$ cat config.mk
export PLATFORM = sky130hd
export DESIGN_NAME = compli_pair_driver
export DESIGN_NICKNAME = d
export VERILOG_FILES = /design/src/rtl/compli_pair_driver.sv
export SDC_FILE = /design/constraint.sdc
export NUM_CORES = 1
export LEC_CHECK = 0
export CELL_PAD_IN_SITES_DETAIL_PLACEMENT = 1
export CELL_PAD_IN_SITES_GLOBAL_PLACEMENT = 1
export CORE_MARGIN = 2
export CORE_UTILIZATION = 44
export CTS_CLUSTER_SIZE = 25
export DETAILED_ROUTE_END_ITERATION = 16
export PLACE_DENSITY = 0.84
export SYNTH_ARGS = -nofsm -noshare
export SYNTH_HDL_FRONTEND = slang
export SYNTH_SLANG_ARGS = --single-unit
$ cat constraint.sdc
create_clock -name clk -period 3 [get_ports clk]
set_clock_uncertainty 0.15 [all_clocks]
set_input_delay 0.9 -clock clk [delete_from_list [all_inputs] [get_ports clk]]
set_output_delay 0.9 -clock clk [all_outputs]
set_load 0.05 [all_outputs]
$ cat src/rtl/compli_pair_driver.sv
// Complementary-pair (p/n) safety output driver.
// Test pulses while active, readback check, sticky fault forcing SAFE.
module compli_pair_driver #(
  parameter int TEST_PERIOD  = 10000,
  parameter int TEST_WIDTH   = 8,
  parameter int RB_DELAY     = 2,
  parameter int FAULT_FILTER = 3
) (
  input  logic       clk,
  input  logic       rst_n,
  input  logic       req_on_i,
  input  logic       fault_clr_i,
  input  logic [1:0] pn_rb_i,
  output logic [1:0] pn_o,
  output logic       active_o,
  output logic       test_o,
  output logic       fault_o,
  output logic [1:0] state_o
);

  typedef enum logic [1:0] {
    S_SAFE   = 2'd0,
    S_ACTIVE = 2'd1,
    S_TEST   = 2'd2,
    S_FAULT  = 2'd3
  } state_t;

  localparam int PW = $clog2(TEST_PERIOD);
  localparam int WW = $clog2(TEST_WIDTH + 1);
  localparam int FW = $clog2(FAULT_FILTER + 1);
  localparam int MW = $clog2(RB_DELAY + 1);

  localparam logic [PW-1:0] PER_LAST = PW'(TEST_PERIOD - 1);
  localparam logic [WW-1:0] PUL_LAST = WW'(TEST_WIDTH - 1);
  localparam logic [FW-1:0] MIS_MAX  = FW'(FAULT_FILTER);
  localparam logic [FW-1:0] MIS_TRIP = FW'(FAULT_FILTER - 1);
  localparam logic [MW-1:0] MASK_END = MW'(RB_DELAY);

  localparam logic [1:0] PN_ACT  = 2'b10;
  localparam logic [1:0] PN_SAFE = 2'b01;

  state_t        state, nxt;
  logic [PW-1:0] per_cnt, per_nxt;
  logic [WW-1:0] pul_cnt, pul_nxt;
  logic [FW-1:0] mis_cnt, mis_nxt;
  logic [MW-1:0] mask_cnt;
  logic [1:0]    dly [RB_DELAY];
  logic [1:0]    pn_nxt;
  logic          cmp_en;
  logic          mismatch;
  logic          fault_det;
  logic          clr_ok;

  assign cmp_en    = (mask_cnt == MASK_END);
  assign mismatch  = cmp_en && (pn_rb_i != dly[RB_DELAY-1]);
  assign fault_det = mismatch && (mis_cnt >= MIS_TRIP)
                     && (state != S_FAULT);
  assign clr_ok    = fault_clr_i && !req_on_i && (pn_rb_i == PN_SAFE);

  // next state, counters and the pair encoding
  always_comb begin
    nxt     = state;
    per_nxt = '0;
    pul_nxt = '0;
    mis_nxt = '0;
    if (fault_det) begin
      nxt = S_FAULT;
    end else begin
      case (state)
        S_SAFE:   if (req_on_i) nxt = S_ACTIVE;
        S_ACTIVE: begin
          if (!req_on_i)             nxt = S_SAFE;
          else if (per_cnt == PER_LAST) nxt = S_TEST;
        end
        S_TEST: begin
          if (pul_cnt == PUL_LAST)
            nxt = req_on_i ? S_ACTIVE : S_SAFE;
        end
        S_FAULT:  if (clr_ok) nxt = S_SAFE;
        default:  nxt = S_FAULT;
      endcase
    end
    if (state == S_ACTIVE && nxt == S_ACTIVE)
      per_nxt = per_cnt + 1'b1;
    if (state == S_TEST && nxt == S_TEST)
      pul_nxt = pul_cnt + 1'b1;
    if (state != S_FAULT && nxt != S_FAULT && mismatch)
      mis_nxt = (mis_cnt == MIS_MAX) ? mis_cnt
                                     : mis_cnt + 1'b1;
    pn_nxt = (nxt == S_ACTIVE) ? PN_ACT : PN_SAFE;
  end

  // state, counters and the registered pin pair
  always_ff @(posedge clk or negedge rst_n) begin
    if (!rst_n) begin
      state   <= S_SAFE;
      per_cnt <= '0;
      pul_cnt <= '0;
      mis_cnt <= '0;
      pn_o    <= PN_SAFE;
    end else begin
      state   <= nxt;
      per_cnt <= per_nxt;
      pul_cnt <= pul_nxt;
      mis_cnt <= mis_nxt;
      pn_o    <= pn_nxt;
    end
  end

  // command delay line matching the pin readback latency
  always_ff @(posedge clk or negedge rst_n) begin
    if (!rst_n) begin
      for (int i = 0; i < RB_DELAY; i++)
        dly[i] <= PN_SAFE;
    end else begin
      dly[0] <= pn_o;
      for (int i = 1; i < RB_DELAY; i++)
        dly[i] <= dly[i-1];
    end
  end

  // compare blanking until the delay line holds real commands
  always_ff @(posedge clk or negedge rst_n) begin
    if (!rst_n)
      mask_cnt <= '0;
    else if (!cmp_en)
      mask_cnt <= mask_cnt + 1'b1;
  end

  assign active_o = (state == S_ACTIVE);
  assign test_o   = (state == S_TEST);
  assign fault_o  = (state == S_FAULT);
  assign state_o  = state;

endmodule

==> results of run 1 <==
how the worst max path moves through the flow:
stage               start       end  slack [ps]  depth (start not counted)
2_1_floorplan  state_o[0]  active_o         350                          1
3_3_place_gp   state_o[0]    test_o         500                          2
3_5_place_dp   state_o[0]    test_o         400                          2
4_1_cts        state_o[0]    test_o          20                          2
5_1_grt        state_o[0]  active_o          50                          2
6_report       state_o[0]  active_o         150                          2
cells in the mapped netlist (all sizes together), types with 2 or more instances:
cell type,n
xnor2,13
nor3,4
nor4,4
xor2,5
or4,2
a21oi,3
ha,5
nor2b,2
or3,2
nand3,8
nand4,2
nand2,9
inv,7
o21ai,4
nand3b,2
dfstp,3
nor2,19
dfrtp,27
a21o,3
layer usage:
layer / track usage, % / up-vias
li1: - / 489
met1: 21.7 / 504
met2: 35.2 / 20
met3: 6.49 / 2
met4: 7.62 / 0
met5: 0 / -
cell type report:
class                           count  area [um^2]  area share (%)
Sequential cell                    30          754            46.0
Clock buffer                        7         55.1            3.36
Tap cell                           44         55.1            3.36
Inverter                            7         26.3            1.60
Clock inverter                      1         5.00           0.305
Timing Repair Buffer               15          148            9.00
Multi-Input combinational cell     93          597            36.4
power by group through the flow:
stage	sequential [mW]	combinational (mW)	clock, mW
floorplan	0.600	0.285	0
global placement	0.528	0.510	0
CTS	0.530	0.531	0.262
global route	0.542	0.569	0.276
finish	0.529	0.522	0.246
detailed placement	0.538	0.529	0
registers in the layout, indices dropped and copies added (netlist names):
name and flops:
dly 4, mask_cnt 2, mis_cnt 2, per_cnt 14, pn_o 2, pul_cnt 4, state_o 2
kinds of logic after synthesis:
logic type / after synthesis / synth area share [%]
compound gates: 13 / 6.59
buf+inv: 8 / 2.44
flops: 30 / 54.5
fa+ha+maj: 5 / 4.52
xor+xnor: 18 / 11.4
simple gates: 57 / 20.6
worst max-delay path, delay by kind of cell, from the launching register on:
kind	cells	cell delay, ps
and+or+nand+nor	1	210
buffers and inverters	1	830
DFF	1	440
stage by stage:
stage	setup WS (ps)	hold WS, ps	power [mW]	area, um^2	util (%)
finish	148	211	1.30	1640	54.2
global route	47.0	222	1.39	1640	54.2
CTS	24.0	213	1.32	1640	54.0
detailed placement	396	196	1.07	1580	52.0
global placement	500	183	1.04	1580	52.0
floorplan	347	181	0.886	1390	-
repair_timing:
action	4_1_cts	5_1_grt
endpoints found under the setup margin	0	2
resized for setup	0	2
setup buffers	0	0
==> flow_summary.ini, run 1 <==
[timing]
min_period_over_period_pct = 95.1
setup_tns_ps = 0
post-route-min-period_ps = 2850
slew_headroom_pct = 66.2
hold_viol = 0
tightest_slew_ps = 506
rsz0062_at_grt = false
finalMaxSlewViolations = 0
setup_viol = 0
max_freq_ghz = 0.351

[yosys]
synth_top_area_share_pct = 48.8
syn_inst = 131
synth_area_leaders = dfrtp_1 (49%), xnor2_1 (8.2%), dfstp_2 (5.7%), nor2_1 (5.1%), ha_1 (4.5%)
synth_edf_count = 0
synthFlopType = dfrtp_1
synth_cell_types = 27
syn_avg_cell_area_um2 = 10.6
async_flop_share_pct = 100
yosysSeqAreaShare_pct = 54.5
synth_area_leader_cell = dfrtp_1
ys_ff_latch = 30
yosysWarnings = 0
syn_nets = 142
syn_area_um2 = 1390

[cells_and_area]
fin_cells = 197
syn_to_final_growth_pct = 18.4
layout-drive-gt1-share_pct = 10.5
layout_common_cells = dfrtp_1 (27), nor2_1 (19), xnor2_1 (13)
final_common_cell = dfrtp_1
final_nets = 163
fillers = 343
diodes = 0

[drt]
dr.pass1.iters = 4
vias_per_cell = 5.15
first_iter_violations = 34
drt-met1-wl_mm = 1.26
topRoutingLayerUsed = met4
routed_wl_mm = 2.87
antenna_left = 0
drc = 0
met3_length_um = 94
vias = 1015
wire_per_inst_um = 14.6
wl_met2_mm = 1.50

[outcome]
status = complete, no violations

[placement]
gp_congestion = 0.806
numPlacedInstances = 189
io_buffers = 12
hpwl_mm = 2.15

[global_route]
grt_max_degree = 31
grt-ovfl-total = 0
grt_pass1_vias = 1155
grt_pass1_wl_mm = 5.15
grt_antenna_before_repair = 0
grt_use_total_pct = 19.8

[clock_network]
clk_pin_slew_ps = 100
cts_buffers = 5
numClockSinks = 30
tritoncts = yes
clk_latency_ps = 330
clockBufferDepth = 2
cts_root_buf = clkbuf_4
holdBufCountCts = 0
htreeDepth = 2

[setup_path]
path_cells = nor2b_1 > clkdlybuf4s50_1
r2r_cells = 4
slowest_stage = clkdlybuf4s50_1
cp-end-kind = primary output
worst_path_largest_cell_delay_ps = 830
required_ps = 1950
regToRegEndpoint = state_o[0]
crit_fanout = 6
rrSetupSlack_ps = 770
crit_type = flip-flop to primary output
crit_path_start_kind = flip-flop
rr_startpoint = per_cnt[7]
cp_data_arrival_time_ps = 1800

[min_path]
hold_path_depth = 0
hold_path_end = dly[0]
worstHoldStart = dly[2]
worst_hold_path_type = flip-flop to flip-flop

[floorplanning]
fp.dieH_um = 60.1
core_area_um2 = 3030
rows = 20
die_w_um = 60.1
initial_core_util_pct = 45.7
io_pins = 13
die_area_um2 = 3610

[pwr]
leakagePower_nw = 0.715
powerDensity_nw_per_um2 = 791
irDropWorstVdd_mv = 0.281
switchingPower_mw = 0.524
p_int_mw = 0.773
p_sw_share_pct = 40.4
combPwrFrac_pct = 40.2
clkPwrFrac_pct = 19.0
seqPwrFrac_pct = 40.8

[job]
cap_violations = 0
Note: power is estimated with default switching activity, not from simulation.
==> inputs of run 2 (changes only) <==
Settings changed: CORE_MARGIN 2 to not set.
==> run 2 against run 1 <==
Against the previous run: final area down 1.6%; sequential power about the same; non-clock buffer count down 1; register-to-register slack worse by 30 ps; via count down 2.3%; critical path depth up 1; critical path type unchanged; clock power down 7%; largest power group unchanged; setup slack worse by 36 ps.
==> flow_summary.ini, run 2 (synthesis gave the netlist of run 1 again) <==
[timing]
setup_tns_ps = 0
whs_ps = 209
hold_viol = 0
setup_viol = 0
tightest_slew_ps = 514
worst_slack_ps = 112
rsz0062_at_grt = false
post-route-min-period_ps = 2890
slew_headroom_pct = 65.6
finalMaxSlewViolations = 0
max_freq_ghz = 0.346
min_period_over_period_pct = 96.3

[cells_and_area]
syn_to_final_growth_pct = 16.5
diodes = 0
fillers = 309
top_regs = per_cnt: 14 flops, dly: 4 flops, pul_cnt: 4 flops
regArea_um2 = 754
final_util_pct = 56.1
largest_reg_flops = 14
layout-drive-gt1-share_pct = 9.21
final_nets = 162
regMostFlops = per_cnt
layout_common_cells = dfrtp_1 (27), nor2_1 (19), xnor2_1 (13)
multi_input_area_um2 = 597
final_common_cell = dfrtp_1

[pwr]
clkPwrFrac_pct = 18.0
combPwrFrac_pct = 40.7
switchingPower_mw = 0.531
powerDensity_nw_per_um2 = 793
seqPwrFrac_pct = 41.3
p_int_mw = 0.749
p_sw_share_pct = 41.5
irDropWorstVdd_mv = 0.477
leakagePower_nw = 0.691
design_power_total_mw = 1.28

[min_path]
worst_hold_path_type = flip-flop to flip-flop

[global_route]
grt-ovfl-total = 0
grt_use_total_pct = 21.4
grt_antenna_before_repair = 0
grt_pass1_wl_mm = 5.19
grt_max_degree = 31
grt_pass1_vias = 1109

[floorplanning]
fp.dieH_um = 58.1
io_pins = 13
initial_core_util_pct = 48.2
die_w_um = 58.1
die_area_um2 = 3380
core_area_um2 = 2880
rows = 19

[clock_network]
numClockSinks = 30
cts_buffers = 5
postCtsSetupBuffers = 0
postCtsResizedCells = 0
htreeDepth = 2
cts_root_buf = clkbuf_4
clockBufferDepth = 2
tritoncts = yes
holdBufCountCts = 0
clk_latency_ps = 340
clk_pin_slew_ps = 90

[placement]
gp_congestion = 0.808
io_buffers = 12
dp_slack_ps = 396
hpwl_mm = 2.06

[setup_path]
crit_fanout = 5
cp_data_arrival_time_ps = 1840
cp-end-kind = primary output
crit_path_start_kind = flip-flop
crit_type = flip-flop to primary output
required_ps = 1950

[drt]
dr.pass1.iters = 4
antenna_left = 0
vias = 992
wire_per_inst_um = 14.9
drc = 0
first_iter_violations = 38
vias_per_cell = 5.11
routed_wl_mm = 2.90

[job]
cap_violations = 0

[outcome]
status = complete, no violations
==> run 2: cell types whose count changed in the layout (fill, tap and decap cells not counted) <==
cell,previous run,this run
clkbuf_1,1,3
clkbuf_8,1,0
clkinv_2,1,0
dlymetal6s2s_1,2,1
==> run 2: metrics by stage <==
stage / instances / area, um^2
after floorplan: 131 / 1390
after global placement: 186 / 1560
after detailed placement: 186 / 1560
after CTS: 194 / 1610
after global routing: 194 / 1610
final: 194 / 1610
==> run 2: power by group through the flow <==
| stage | sequential [mW] | clock [mW] | combinational [mW] |
|---|---|---|---|
| after floorplan | 0.600 | 0 | 0.285 |
| after global placement | 0.527 | 0 | 0.507 |
| after detailed placement | 0.538 | 0 | 0.524 |
| after CTS | 0.529 | 0.239 | 0.526 |
| after global routing | 0.537 | 0.254 | 0.566 |
| final | 0.529 | 0.230 | 0.521 |
==> run 2: area by class of cell <==
class / instances / area share [%]
sequential: 30 / 46.7
timing repair buffer: 14 / 8.37
inverter: 7 / 1.63
tap: 42 / 3.26
clock buffer: 8 / 3.02
multi-input combinational: 93 / 37.0
==> run 2: final timing paths <==
kind                          endpoint  startpoint  cells after the start  slack [ps]
min in group asynchronous  per_cnt[13]       rst_n                      2         800
max                            fault_o  state_o[1]                      3         110
min                             dly[0]      dly[2]                      0         210
max in group asynchronous       dly[2]       rst_n                      2        1590
min reg2reg                     dly[0]      dly[2]                      0         210
max reg2reg                 state_o[0]  per_cnt[7]                      4         740
==> run 2: per-layer routing <==
layer	global-route usage, %	up-vias	wire [um]
li1	-	486	-
met1	26.9	483	1310
met2	33.2	15	1410
met3	7.59	8	119
met4	10.2	0	58
met5	0	-	0
==> run 2: worst max-delay path, stage by stage, from the launching register on <==
cell             delay (ps)
dfrtp_1                 430
nand2_1                 130
inv_1                   130
clkdlybuf4s50_1         820
